--- src/rtl/ifu_fetch.sv ---
// Instruction fetch unit: single-outstanding request/grant/response imem master
// feeding a small instruction queue toward IF/ID, with redirect flush and stale-response drop.
module ifu_fetch #(
  parameter int                    ADDR_WIDTH  = 64,
  parameter int                    INST_WIDTH  = 32,
  parameter logic [ADDR_WIDTH-1:0] RESET_PC    = 64'h8000_0000,
  parameter int                    QUEUE_DEPTH = 2
) (
  input  logic                  clk,
  input  logic                  rst,
  output logic                  imem_req,
  output logic [ADDR_WIDTH-1:0] imem_addr,
  input  logic                  imem_gnt,
  input  logic                  imem_rvalid,
  input  logic [INST_WIDTH-1:0] imem_rdata,
  input  logic                  imem_err,
  input  logic                  redirect_valid,
  input  logic [ADDR_WIDTH-1:0] redirect_pc,
  output logic                  out_valid,
  input  logic                  out_ready,
  output logic [ADDR_WIDTH-1:0] out_pc,
  output logic [INST_WIDTH-1:0] out_inst,
  output logic                  out_fault
);
  localparam int PTR_W = $clog2(QUEUE_DEPTH);
  localparam int CNT_W = $clog2(QUEUE_DEPTH + 1);
  localparam logic [INST_WIDTH-1:0] NOP = INST_WIDTH'(32'h0000_0013);

  typedef enum logic [1:0] {IDLE, REQ, WAIT} state_t;
  typedef struct packed {
    logic [ADDR_WIDTH-1:0] pc;
    logic [INST_WIDTH-1:0] inst;
    logic                  fault;
  } entry_t;

  state_t                   state;
  logic [ADDR_WIDTH-1:0]    fetch_pc, req_pc;
  logic                     drop;
  entry_t [QUEUE_DEPTH-1:0] queue;
  logic [PTR_W-1:0]         head, tail;
  logic [CNT_W-1:0]         count;
  logic                     issue, rsp, push, pop;
  entry_t                   head_entry, push_entry;

  assign issue     = !rst && state == IDLE && !redirect_valid && count < CNT_W'(QUEUE_DEPTH);
  assign imem_req  = issue || state == REQ;
  // A request waiting for grant keeps its original address even across a redirect.
  assign imem_addr = (state == REQ) ? req_pc : fetch_pc;

  assign rsp        = state == WAIT && imem_rvalid;
  assign push       = rsp && !drop && !redirect_valid;
  assign push_entry = '{pc: fetch_pc, inst: imem_err ? NOP : imem_rdata, fault: imem_err};

  assign out_valid  = count != '0 && !redirect_valid;
  assign pop        = out_valid && out_ready;
  assign head_entry = queue[head];
  assign out_pc     = head_entry.pc;
  assign out_inst   = head_entry.inst;
  assign out_fault  = head_entry.fault;

  always_ff @(posedge clk) begin
    if (rst) begin
      state    <= IDLE;
      fetch_pc <= RESET_PC;
      req_pc   <= RESET_PC;
      drop     <= 1'b0;
      head     <= '0;
      tail     <= '0;
      count    <= '0;
      for (int i = 0; i < QUEUE_DEPTH; i++) queue[i] <= '{pc: '0, inst: NOP, fault: 1'b0};
    end else begin
      unique case (state)
        IDLE: if (issue) begin
          req_pc <= fetch_pc;
          state  <= imem_gnt ? WAIT : REQ;
        end
        REQ:     if (imem_gnt) state <= WAIT;
        WAIT:    if (imem_rvalid) state <= IDLE;
        default: state <= IDLE;
      endcase

      // A redirect with a request pending or in flight poisons that request's response.
      if (rsp) drop <= 1'b0;
      else if (redirect_valid && state != IDLE) drop <= 1'b1;

      if (redirect_valid) fetch_pc <= {redirect_pc[ADDR_WIDTH-1:2], 2'b00};
      else if (push) fetch_pc <= fetch_pc + ADDR_WIDTH'(4);

      if (redirect_valid) begin
        head  <= '0;
        tail  <= '0;
        count <= '0;
      end else begin
        if (push) begin
          queue[tail] <= push_entry;
          tail        <= tail + PTR_W'(1);
        end
        if (pop) head <= head + PTR_W'(1);
        if (push && !pop) count <= count + CNT_W'(1);
        else if (pop && !push) count <= count - CNT_W'(1);
      end
    end
  end
endmodule

--- config.mk ---
export PLATFORM = sky130hd
export DESIGN_NAME = ifu_fetch
export DESIGN_NICKNAME = d
export VERILOG_FILES = /design/src/rtl/ifu_fetch.sv
export SDC_FILE = /design/constraint.sdc
export NUM_CORES = 1
export LEC_CHECK = 0
export CORE_MARGIN = 10
export CORE_UTILIZATION = 45
export DETAILED_ROUTE_END_ITERATION = 7
export GPL_TIMING_DRIVEN = 0
export PLACE_DENSITY_LB_ADDON = 0.2
export SYNTH_ARGS = -nofsm -noshare
export SYNTH_HDL_FRONTEND = slang
export SYNTH_SLANG_ARGS = --single-unit
export TNS_END_PERCENT = 50
--- constraint.sdc ---
create_clock -name clk -period 4.8 [get_ports clk]
set_clock_uncertainty 0.2 [all_clocks]
set_input_delay 0.96 -clock clk [delete_from_list [all_inputs] [get_ports clk]]
set_output_delay 0.96 -clock clk [all_outputs]
set_load 0.05 [all_outputs]
* Word level (Yosys, flattened, before mapping)
Cells that the tools add are included.
Widths: inputs -> output; s select.
** Cells by class
- Bitwise logic cells :: 1
- Mux-type cells :: 16
- Divide/modulo/power cells :: 0
- Multipliers :: 0
- Eq/ne operators :: 5
- $add $sub $neg :: 5
- Order comparisons :: 4
- Shifts and indexed selects :: 0
- Reduce and logical (&&, ||, !) cells :: 28
** Operators by type and width (count)
- $mux 97 :: 3
- $bwmux 194 :: 1
- $mux 64 :: 3
- $demux 97 s1 :: 1
- $add 64x3->64 const B :: 1
- $mux 32 :: 1
- $logic_and 1x1->1 :: 12
- $mux 2 :: 6
- $reduce_bool 2->1 :: 4
- $ne 2x2->1 const B :: 3
- $pmux 2 s3 :: 1
- $logic_not 1->1 :: 5
- $lt 1x2->1 const B :: 2
- $reduce_and 2->1 :: 2
- $reduce_or 2->1 :: 2
- $reduce_and 3->1 :: 1
- $add 1x1->1 const B :: 2
- $add 2x1->2 const B :: 1
- $eq 2x1->1 const B :: 1
- $eq 2x2->1 const B :: 1
- $logic_not 2->1 :: 1
- $lt 2x2->1 const B :: 1
- $sub 2x1->2 const B :: 1
- $ge 1x1->1 const B :: 1
- 2 further kinds :: 2
** Storage, ports and cells
- ROM bits :: 0
- Memories kept :: 0
- Bits of input ports :: 103
- Logic and storage cells :: 73
- Bits in latches :: 0
- Output and inout bits :: 163
- Bits in writable memories :: 0
- Bits in registers :: 329

* Depth between registers and ports, before layout
- Word-level depth :: 8
- Depth in mapped cells :: 9

* Worst setup path before layout
Ideal clock, no wire load.
- Path kind :: input -> output
- From :: input redirect_valid
- To :: output imem_req
- Slack :: 1.290 ns
- Stages on the path :: 5
- Arrival :: 2.350 ns
- Cells stage by stage :: or2_2 clkbuf_1 or4_1 clkbuf_1 nand2b_1
** Between the ends
- Longest elaborated chain between the ends :: 4
** RTL lines
- start: declaration :: line 17 : input logic redirect_valid,
- $logic_not 1->1 :: line 45 : assign issue = !rst && state == IDLE && !redirect_valid && count < CNT_W'(QUEUE_DEPTH);
- $logic_and 1x1->1 (2 in series) :: line 45
- $logic_or 1x1->1 :: line 46 : assign imem_req = issue || state == REQ;
- end: declaration :: line 11 : output logic imem_req,
No other way between the ends.

* Final worst setup path
- From :: input redirect_valid
- To :: output out_valid
** Between the ends
- Longest elaborated chain between the ends :: 2
** RTL lines
- $logic_not 1->1 :: line 54 : assign out_valid = count != '0 && !redirect_valid;
- $logic_and 1x1->1 :: line 54
- end: declaration :: line 19 : output logic out_valid,
No other way between the ends.

==> results.txt <==
----------------------------------------------------
[Yosys]
  Proportion of synthesized area in mux cells ... 11.6%
  Combinational family with the most area after synthesis ... simple AND/OR/NAND/NOR gates
  Share of the synthesized netlist area taken by xor and xnor gates ... 1.64%
  Post-Syn Instances ... 1895
  Synth async-reset ratio ... 0%
  Main flop type after synthesis ... sky130_fd_sc_hd__dfxtp_1
  Flops & latches, synth ... 321
  Post-synthesis average cell area ... 7.90 sq um
  Part of the Yosys area used for sequential elements ... 42.9%
  Share of synthesized cell area in full adder, half adder and majority cells ... 0.167%
  Count of distinct cell types in the synthesized netlist ... 52
  Complex-gate fraction of the synthesized area ... 13.4%
  Post-synth EDFFs ... 0
  Simple-gate share of the synthesized area ... 25.1%
  Cell area after synthesis ... 0.0150 sq mm
  Total of warnings raised by yosys ... 0

[Power]
  P per Cell Area ... 326 mW/mm^2
  Leakage power ... 0.00647 uW
  Largest vdd supply drop ... 0.000190 V

[Die]
  I/O pin cnt ... 266
  Chip width ... 202 um
  Die area ... 0.0410 sq mm
  Die Height ... 202 um
  Core Rows ... 66
  Initial Utilization ... 45.8%
  Core area ... 0.0327 sq mm

[Worst setup path]
  Data required, critical path ... 3.64 ns
  Kind of end point of the critical path ... output port
  Worst Reg-to-Reg Cells ... 8
  Worst flop-to-flop path startpoint ... state[0]
  Endpoint of the most critical register-to-register path ... queue[8]
  Data arrival at the endpoint of the critical path ... 3.47 ns
  Reg-to-reg setup timing slack ... 1.20 ns
  Kind of start point of the critical path ... input pin
  Maximum fanout count along the critical path ... 10
  Critical path type ... input pin to output port

[Placed design]
  RD Place Congestion ... 0.902
  Pre-CTS worst setup slack ... -0.232 ns
  Buffers on Ports ... 259
  Placed wire-length estimate ... 39400 um

[Drt]
  Remaining antenna violation count ... 0
  Routed wire per std cell ... 20.5 um
  Detailed-route DRC error count ... 0
  Total Routed Length ... 54600 um
  Initial DRC Count ... 1254
  DRT Pass-1 Iters ... 6
  Via count ... 14911
  Average vias per placed instance ... 5.60

[Timing]
  Unrepaired setup endpoints after global routing ... false
  Final setup vio count ... 0
  Worst hold slack after final layout ... 0.250 ns
  Tmin final ... 4.63 ns
  Post-route worst setup slack ... 0.168 ns
  Number of pins with negative max-slew slack in the final report ... 0
  Fmax ... 0.216 GHz
  Final period utilization ... 96.5%
  Final Hold Viols ... 0
  Pin slew with the least headroom to its limit ... 1.30 ns
  Max transition margin ... 12.6%

[Finish]
  Most common cell after layout, fill and taps aside ... sky130_fd_sc_hd__nand2_1
  Most frequent cells in the layout ... sky130_fd_sc_hd__nand2_1, sky130_fd_sc_hd__dfxtp_1, sky130_fd_sc_hd__clkdlybuf4s50_1, sky130_fd_sc_hd__a21oi_1, sky130_fd_sc_hd__clkbuf_1
  Post-layout util ... 59.0%
  Number of nets in the layout ... 2301
  Fraction of final layout cells sized beyond drive strength 1 ... 10.6%
  Syn-to-layout area delta ... 28.8%

[Min path]
  Hold Crit Endpoint ... req_pc[61]
  Tightest Hold Check Type ... flip-flop to flip-flop
  Hold Crit Depth ... 2
  Worst min-delay path startpoint ... req_pc[61]

[Clock tree]
  H-tree depth ... 2
  Register clock-pin slew on the reported worst setup and hold paths ... 0.06 ns
  CTS max path bufs ... 3
  # Post-CTS Setup Buffers ... 0
  Number of clock sinks ... 321
  Number of CTS-inserted buffers ... 36
  Insertion delay of the later-clocked pin in the worst-skew pair ... 0.52 ns
  Post-CTS Hold Buffers ... 0
  Count of instances resized after the clock tree is built ... 2
  Clock root cell ... sky130_fd_sc_hd__clkbuf_16
  CTS tree ... built

[Run status]
  Outcome ... finished clean

[Global routing]
  Aggregate global routing overflow ... 0
  First-pass GRT wire length ... 83400 um
  Vias in the first global route ... 14484
  Antenna violations before repair ... 1
  Pin count of the biggest net entering global routing ... 15
  Overall fraction of global-route tracks in use ... 25.4%

[Job]
  Count of max-cap constraint violations ... 0

----------------------------------------------------
-- cell families (layout without fill, tap and decap cells) --
family,after synthesis,count (layout)
AO/OA/AOI/OAI,351,351
XOR/XNOR,28,28
adder cells (fa/ha/maj),2,2
buffers and inverters,199,522
flip-flops,321,321
multiplexers,154,154
other,1,5
AND/OR/NAND/NOR,839,839
-- state kept, by name, indices dropped and copies added, names as in the netlist --
signal and cells:
tail 1, req_pc 62, state 2, fetch_pc 62
count 2, drop 1, head 1, queue 190
-- metal layers --
metal,routed length [um],share of wire [%],up-vias,global-route usage [%]
met5,0,0,-,0
li1,-,-,7040,-
met1,23200,43,7078,33.4
met4,1740,3.2,0,8.95
met2,25000,46,687,40.5
met3,4660,8.5,106,5.17
-- synthesized netlist by cell type (2+ instances only) --
| cell type | instances | share of area (%) |
|---|---|---|
| sky130_fd_sc_hd__nor3_2 | 2 | 0.13 |
| sky130_fd_sc_hd__or3_1 | 11 | 0.46 |
| sky130_fd_sc_hd__buf_4 | 4 | 0.20 |
| sky130_fd_sc_hd__and4_1 | 15 | 0.88 |
| sky130_fd_sc_hd__xor2_1 | 12 | 0.70 |
| sky130_fd_sc_hd__o21bai_1 | 2 | 0.10 |
| sky130_fd_sc_hd__o21ai_0 | 16 | 0.53 |
| sky130_fd_sc_hd__or2_0 | 2 | 0.084 |
| sky130_fd_sc_hd__nor3b_1 | 5 | 0.25 |
| sky130_fd_sc_hd__nand2b_1 | 3 | 0.13 |
| sky130_fd_sc_hd__o211ai_1 | 2 | 0.10 |
| sky130_fd_sc_hd__o31ai_1 | 10 | 0.50 |
| sky130_fd_sc_hd__clkbuf_1 | 163 | 4.1 |
| sky130_fd_sc_hd__a311oi_1 | 13 | 0.76 |
| sky130_fd_sc_hd__nand3b_1 | 2 | 0.10 |
| sky130_fd_sc_hd__nand2_1 | 540 | 14 |
| sky130_fd_sc_hd__nor4_1 | 14 | 0.59 |
| sky130_fd_sc_hd__and3_1 | 16 | 0.67 |
| sky130_fd_sc_hd__a211o_1 | 7 | 0.41 |
| sky130_fd_sc_hd__xnor2_1 | 16 | 0.94 |
| sky130_fd_sc_hd__inv_1 | 15 | 0.38 |
| sky130_fd_sc_hd__or4_1 | 15 | 0.75 |
| sky130_fd_sc_hd__a2111oi_0 | 13 | 0.76 |
| sky130_fd_sc_hd__nor2_1 | 91 | 2.3 |
| sky130_fd_sc_hd__and2_1 | 4 | 0.17 |
| sky130_fd_sc_hd__buf_2 | 11 | 0.37 |
| sky130_fd_sc_hd__a211oi_1 | 26 | 1.3 |
| sky130_fd_sc_hd__a21oi_1 | 256 | 8.6 |
| sky130_fd_sc_hd__buf_1 | 5 | 0.13 |
| sky130_fd_sc_hd__mux2_2 | 151 | 11 |
| sky130_fd_sc_hd__ha_1 | 2 | 0.17 |
| sky130_fd_sc_hd__mux2i_1 | 3 | 0.20 |
| sky130_fd_sc_hd__nor4b_1 | 4 | 0.23 |
| sky130_fd_sc_hd__nand3_1 | 24 | 0.80 |
| sky130_fd_sc_hd__nor3_1 | 21 | 0.70 |
| sky130_fd_sc_hd__nor4bb_1 | 2 | 0.13 |
| sky130_fd_sc_hd__o31a_1 | 2 | 0.12 |
| sky130_fd_sc_hd__nand4_1 | 30 | 1.3 |
| sky130_fd_sc_hd__nor2b_1 | 32 | 1.3 |
| sky130_fd_sc_hd__dfxtp_1 | 321 | 43 |
-- how the worst max path moves through the flow --
stage	startpoint	to	slack (ns)	depth (start not counted)
after floorplan	redirect_valid	imem_req	1.29	5
after global placement	redirect_valid	imem_req	-0.20	7
after detailed placement	redirect_valid	imem_req	-0.23	7
after CTS	redirect_valid	imem_req	0.04	7
after global routing	state[0]	imem_addr[31]	0.10	6
final	redirect_valid	out_valid	0.17	5
-- worst max-delay path, cell delays in order --
cell	delay (ns)
sky130_fd_sc_hd__clkdlybuf4s50_1	0.55
sky130_fd_sc_hd__clkbuf_1	0.35
sky130_fd_sc_hd__clkbuf_2	0.34
sky130_fd_sc_hd__nor2_1	0.39
sky130_fd_sc_hd__clkdlybuf4s50_1	0.89
-- where the power goes --
group          internal [uW]  switching (uW)  total [uW]
clock network           1560            1140        2700
registers               2720            45.4        2770
logic                    283             531         814
total                   4570            1720        6290
-- through the flow --
| step | TNS [ns] | power, uW | cells | instance area (sq um) |
|---|---|---|---|---|
| after floorplan | 0 | 3290 | 1898 | 15000 |
| after global placement | -1.07 | 3620 | 2599 | 18100 |
| after detailed placement | -0.232 | 3630 | 2600 | 18100 |
| after CTS | 0 | 6290 | 2663 | 19300 |
| after global routing | 0 | 6460 | 2664 | 19300 |
| final | 0 | 6290 | 2664 | 19300 |
-- area by class of cell --
class                   instances  area [sq um]
diodes                          1          2.50
plain buffers                 184           724
clock buffers                  51          1040
clock inverters                12          95.1
fillers                      3038         13400
inverters                      15          56.3
multi-input cells            1378          7780
flip-flops and latches        321          6430
well taps                     442           553
repair buffers                260          2600
No activity file was read; power rests on OpenSTA's default activity.
